File: config.mk
export PLATFORM = sky130hd
export DESIGN_NAME = lsu_mem_stage
export DESIGN_NICKNAME = d
export VERILOG_FILES = /design/src/rtl/lsu_mem_stage.sv
export SDC_FILE = /design/constraint.sdc
export NUM_CORES = 1
export LEC_CHECK = 0
export ABC_CLOCK_PERIOD_IN_PS = 2000
export BUFFER_PORTS_ARGS = -buffer_cell sky130_fd_sc_hd__buf_2
export CORE_ASPECT_RATIO = 0.8
export CORE_UTILIZATION = 35
export DETAILED_ROUTE_END_ITERATION = 6
export GPL_TIMING_DRIVEN = 0
export SLEW_MARGIN = 10
export SYNTH_ARGS = -nofsm -noshare
export SYNTH_HDL_FRONTEND = slang
export SYNTH_SLANG_ARGS = --single-unit
File: constraint.sdc
create_clock -name clk -period 2 [get_ports clk]
set_clock_uncertainty 0.15 [all_clocks]
set_input_delay 0.2 -clock clk [delete_from_list [all_inputs] [get_ports clk]]
set_output_delay 0.2 -clock clk [all_outputs]
set_load 0.01 [all_outputs]
File: src/rtl/lsu_mem_stage.sv
// M-stage load/store unit: drives an SRAM-like data bus and fills the W-stage registers.
// Optional ADDR_EXC_EN: detect misaligned halfword/word accesses and raise adelW/adesW instead of issuing them.
module lsu_mem_stage (
    input  logic        clk,
    input  logic        resetn,
    input  logic        memenM,
    input  logic [5:0]  opM,
    input  logic [31:0] aluoutM,
    input  logic [31:0] writedataM,
    input  logic        flushM,
    output logic        data_req,
    output logic        data_wr,
    output logic [3:0]  data_wstrb,
    output logic [31:0] data_addr,
    output logic [31:0] data_wdata,
    input  logic        data_addr_ok,
    input  logic        data_data_ok,
    input  logic [31:0] data_rdata,
    output logic        stallM,
    output logic        validW,
    output logic [5:0]  opW,
    output logic [31:0] aluoutW,
    output logic [31:0] lwresultW,
    output logic        adelW,
    output logic        adesW
);
    localparam logic [5:0] OP_LB  = 6'b100000;
    localparam logic [5:0] OP_LH  = 6'b100001;
    localparam logic [5:0] OP_LW  = 6'b100011;
    localparam logic [5:0] OP_LBU = 6'b100100;
    localparam logic [5:0] OP_LHU = 6'b100101;
    localparam logic [5:0] OP_SB  = 6'b101000;
    localparam logic [5:0] OP_SH  = 6'b101001;
    localparam logic [5:0] OP_SW  = 6'b101011;

    typedef enum logic [1:0] {IDLE, ADDR, DATA, DRAIN} stateT;

    stateT state, stateNext;

    logic       isStore;
    logic       misaligned;
    logic       start;
    logic       loadDone;
    logic       memValid;
    logic [3:0] wstrbNext;
    logic [31:0] wdataNext;

    assign isStore = (opM == OP_SB) | (opM == OP_SH) | (opM == OP_SW);

`ifdef ADDR_EXC_EN
    logic isHalf;
    logic isWord;
    assign isHalf     = (opM == OP_LH) | (opM == OP_LHU) | (opM == OP_SH);
    assign isWord     = (opM == OP_LW) | (opM == OP_SW);
    assign misaligned = (isHalf & aluoutM[0]) | (isWord & (aluoutM[1:0] != 2'b00));
`else
    assign misaligned = 1'b0;
`endif

    assign memValid = memenM & ~flushM;
    assign start    = memValid & ~misaligned;

    // Byte lanes and replicated store data; loads leave all strobes clear.
    always_comb begin
        wstrbNext = 4'b0000;
        wdataNext = writedataM;
        case (opM)
            OP_SB: begin
                wstrbNext = 4'b0001 << aluoutM[1:0];
                wdataNext = {4{writedataM[7:0]}};
            end
            OP_SH: begin
                wstrbNext = aluoutM[1] ? 4'b1100 : 4'b0011;
                wdataNext = {2{writedataM[15:0]}};
            end
            OP_SW: wstrbNext = 4'b1111;
            default: ;
        endcase
    end

    always_ff @(posedge clk or negedge resetn) begin
        if (!resetn) state <= IDLE;
        else         state <= stateNext;
    end

    always_comb begin
        stateNext = state;
        stallM    = 1'b0;
        case (state)
            IDLE: begin
                if (start) begin
                    stateNext = ADDR;
                    stallM    = 1'b1;
                end
            end
            ADDR: begin
                stallM = 1'b1;
                if (data_addr_ok)  stateNext = DATA;
                else if (flushM)   stateNext = IDLE;
            end
            DATA: begin
                if (data_data_ok) stateNext = IDLE;
                else begin
                    stallM = 1'b1;
                    if (flushM) stateNext = DRAIN;
                end
            end
            DRAIN: begin
                stallM = 1'b1;
                if (data_data_ok) stateNext = IDLE;
            end
            default: stateNext = IDLE;
        endcase
    end

    assign data_req = (state == ADDR);
    assign loadDone = (state == DATA) & data_data_ok & ~data_wr;

    // Request is captured once so the bus sees stable fields while M is frozen.
    always_ff @(posedge clk or negedge resetn) begin
        if (!resetn) begin
            data_wr    <= 1'b0;
            data_wstrb <= 4'b0000;
            data_addr  <= 32'h0;
            data_wdata <= 32'h0;
        end else if (state == IDLE && start) begin
            data_wr    <= isStore;
            data_wstrb <= wstrbNext;
            data_addr  <= {aluoutM[31:2], 2'b00};
            data_wdata <= wdataNext;
        end
    end

    always_ff @(posedge clk or negedge resetn) begin
        if (!resetn) begin
            validW    <= 1'b0;
            opW       <= 6'h0;
            aluoutW   <= 32'h0;
            lwresultW <= 32'h0;
            adelW     <= 1'b0;
            adesW     <= 1'b0;
        end else if (stallM) begin
            validW <= 1'b0;
            adelW  <= 1'b0;
            adesW  <= 1'b0;
        end else begin
            validW    <= memValid;
            opW       <= opM;
            aluoutW   <= aluoutM;
            lwresultW <= loadDone ? data_rdata : 32'h0;
            adelW     <= memValid & misaligned & ~isStore;
            adesW     <= memValid & misaligned & isStore;
        end
    end
endmodule

==> results.txt <==
The run finished with clean final reports. The detail route stage leaves a number of antenna-violating nets equal to 0. The number of instances in the placed design came out at 959. The headroom to the max-slew limit came out at 54.56%. Across the VDD grid, the largest voltage drop is 0.0006545 V. The CTS tree is built.

The met1 layer usage reported by global route is 28.65%. The clock period minus final worst setup slack is 1966 ps. The post-route fraction of the period consumed by the critical path is 98.31%.

In the final layout, flip-flops and latches occupy 3503 um2. A synthesized cell averages 11.50 um2. The library cell used most frequently in the layout, excluding fill and tap cells, is sky130_fd_sc_hd__buf_2.

The height of the chip came out at 115.8 um. The longest individual stage delay on the worst path came out at 550 ps. The worst path meets setup with 33.82 ps of slack. The cell taking the most area after synthesis is sky130_fd_sc_hd__dfrtp_1.

The area of the core is 15,800 um2. The placed wire-length estimate after detailed placement is 12.19 mm. In this run, synthesis inferred 0 flip-flops with an integrated enable.

The cell-internal power came out at 0.007439 W. The clock edge transition at the registers on the reported setup and hold paths came out at 60 ps. The tree built by TritonCTS fans out to 140 sinks. The number of primary I/O pins is 252.

The floorplan has 41 rows. The switching share of total power is 32.22%. The number of DRC violations after detailed-routing iteration 0 is 260.

The net switching power of the design is 0.003537 W. The clock reaches the later pin of the worst-skew pair after 410 ps. The met3 demand-to-capacity share in global routing is 5.579%. The ratio of routed vias to standard cells is 4.867.

The count of pins over their slew limit came out at 0. The number of global-route vias before repair is 5,349. Max-cap violations in this run came to 0.

The transition at the pin with the smallest max-transition slack came out at 681.5 ps. In the final layout, the share of cells above drive strength 1 is 40.49%. Grouping stages by cell kind, the critical path spends the most delay in buffers and inverters. The total detailed-routing wirelength came out at 18.07 mm. The number of synthesis warnings came out at 0.

The number of remaining DRC errors is 0. The number of unique standard cell types used by synthesis came out at 33. The top achievable clock speed is 508.6 MHz. The initial cell density of the core came out at 35.89%.

The tightest min-delay check is of the in2reg type. The category of the worst setup path launch point is an input port. The area of combinational cells with multiple inputs is 2003 um2. The worst-path maximum fanout came out at 10. The arrival time at the worst endpoint is 2110 ps. The most used flip-flop cell after synthesis is sky130_fd_sc_hd__dfrtp_1.

The post-synthesis sequential element count came out at 140. The largest buffer count on any clock path is 2. The clock network fraction of design power came out at 30.7%.

The die outline area came out at 16,720 um2. Fill cells in the final layout number 1,366. Entering global routing, the biggest net connects 74 pins.

The pre-CTS setup slack came out at -334.1 ps. The top-area cell type share of the netlist area came out at 61.78%. The initial antenna violation count came out at 0. Cells fill 57.54% of the core in the end. Setup repair after global routing left no endpoint under its margin. In this run the horizontal extent of the chip is 144.3 um. The cell sitting at the root of the clock tree is a sky130_fd_sc_hd__clkbuf_16. The clock buffer count from CTS is 17. STA classifies the critical path endpoint as a flop.

The global-route wire length before repair came out at 27.49 mm. The number of failing hold endpoints at the final stage is 0. The portion of total power attributed to sequential cells came out at 38.2%.

The sum of overflow across all layers after global routing came out at 0. The detail-routed net length per standard cell is 16.37 um. The async set-or-reset flop fraction in the synthesized netlist came out at 100.0%.

The power per cell area is 1207 nW/um2. The class of the most critical setup path is in2reg. The synthesized instance count came out at 493.

The post-synth design cell area came out at 5670 um2. The placer congestion estimate is 0.8949. The layer flagged by global routing as most heavily used is met2.

The combinational share of power is 31.2%. The number of buffer and inverter stages on the critical path is 5. The critical path goes through dlygate4sd3_1, buf_4, or4b_4, buf_6, buf_6, buf_2, nand2_1, nand2_1. In the global route stage, met2 resource usage came out at 34.10%. The final instance count without filler cells is 1,104.

The area growth from synthesis to layout is 60.33%. Detailed routing inserted a total of 5,373 vias. The data required time of the worst path came out at 2150 ps. The library cell contributing the largest single delay on the critical path is sky130_fd_sc_hd__dlygate4sd3_1. The number of endpoints failing setup at the final stage came out at 0. In the post-synthesis netlist, the biggest area contributors are sky130_fd_sc_hd__dfrtp_1, sky130_fd_sc_hd__nand2_1, sky130_fd_sc_hd__mux2_2. In this run the number of H-tree levels came out at 4. The first TritonRoute pass finished after 5 iterations. In the layout the commonest cells are sky130_fd_sc_hd__buf_2, sky130_fd_sc_hd__nand2_1, sky130_fd_sc_hd__dfrtp_1, sky130_fd_sc_hd__dlygate4sd3_1, sky130_fd_sc_hd__mux2_2. The leakage power figure is 4.632 nW. Sequential elements use 61.78% of the synthesized area. The antenna diode count is 0.

The number of port buffers came out at 247. Across every metal layer, demand over resource in global routing totals 21.59%. The net count reported at finish is 984.
==> flip-flops by register name (all words and copies together) (netlist names) <==
register    flops
data_wr         1
data_wstrb      4
state           2
validW          1
data_addr      30
opW             6
aluoutW        32
data_wdata     32
lwresultW      32
==> cells in the mapped netlist (all sizes together) (2+ instances only) <==
cell type,count
a22o,32
o311ai,17
a31oi,5
buf,16
dfrtp,140
nor2,8
o211ai,24
or4b,3
inv,2
mux2,38
nand3,9
nand2b,3
mux2i,8
clkbuf,27
nand4,8
nand2,142
==> worst paths after layout <==
| kind | start | to | slack, ps | cells past startpoint |
|---|---|---|---|---|
| worst max-delay path | flushM | data_wdata[0] | 30 | 8 |
| worst min-delay path | memenM | state[0] | 50 | 3 |
| worst max register to register | state[0] | data_wdata[0] | 60 | 7 |
| worst min register to register | data_addr[4] | data_addr[4] | 320 | 2 |
| max in group asynchronous | resetn | data_addr[25] | 710 | 3 |
| min in group asynchronous | resetn | lwresultW[6] | 220 | 2 |
==> logic make-up (layout without fill, tap and decap cells) <==
family	after synthesis	count (layout)	synth area share, %
and+or+nand+nor	181	181	13.86
DFF	140	140	61.78
AOI/OAI and AO/OA	80	80	11.67
muxes	46	46	8.959
buffers and inverters	45	438	3.663
other	1	4	0.06613
==> worst reg2reg max path, stage by stage (launching register included) <==
cell	delay [ps]
sky130_fd_sc_hd__dfrtp_1	360
sky130_fd_sc_hd__buf_2	180
sky130_fd_sc_hd__or4b_4	500
sky130_fd_sc_hd__buf_6	160
sky130_fd_sc_hd__buf_6	150
sky130_fd_sc_hd__buf_2	190
sky130_fd_sc_hd__nand2_1	80
sky130_fd_sc_hd__nand2_1	60
==> power by group through the flow <==
stage               clock [W]  combinational (W)  sequential, W
floorplan                   0            0.00117        0.00462
global placement            0            0.00304        0.00418
detailed placement          0            0.00310        0.00422
CTS                   0.00343            0.00335        0.00419
global route          0.00357            0.00374        0.00429
finish                0.00337            0.00342        0.00419
==> metrics by stage <==
stage / power [W] / hold WS [ps] / setup TNS (ps) / cell area [um2]
after detailed placement: 0.007316 / 106.0 / -22360 / 7221
final: 0.01098 / 48.67 / 0 / 9091
after CTS: 0.01097 / 21.20 / -54.88 / 8999
after global routing: 0.01160 / 87.10 / 0 / 9091
after global placement: 0.007215 / 255.8 / -202210 / 7187
after floorplan: 0.005787 / -245.6 / 0 / 5682
==> area by class of cell <==
class | count | share of cell area, %
clock inverters | 14 | 2.106
clock buffers | 18 | 4.831
inverters | 2 | 0.08258
multi-input cells | 311 | 22.03
repair buffers | 361 | 26.49
well taps | 215 | 2.959
flip-flops and latches | 140 | 38.54
plain buffers | 43 | 2.959
==> timing repair <==
action	4_1_cts	5_1_grt
pin swaps	2	0
hold endpoints to repair	209	0
setup endpoints to repair	137	112
gates resized for setup	12	43
setup buffers	5	2
hold buffers	106	0
==> per-layer routing <==
layer | routed length (um) | up-vias
met5 | 0 | -
met4 | 354 | 0
met3 | 1281 | 31
met2 | 8483 | 240
met1 | 7950 | 2602
li1 | - | 2500
(Power assumes the default switching activity.)
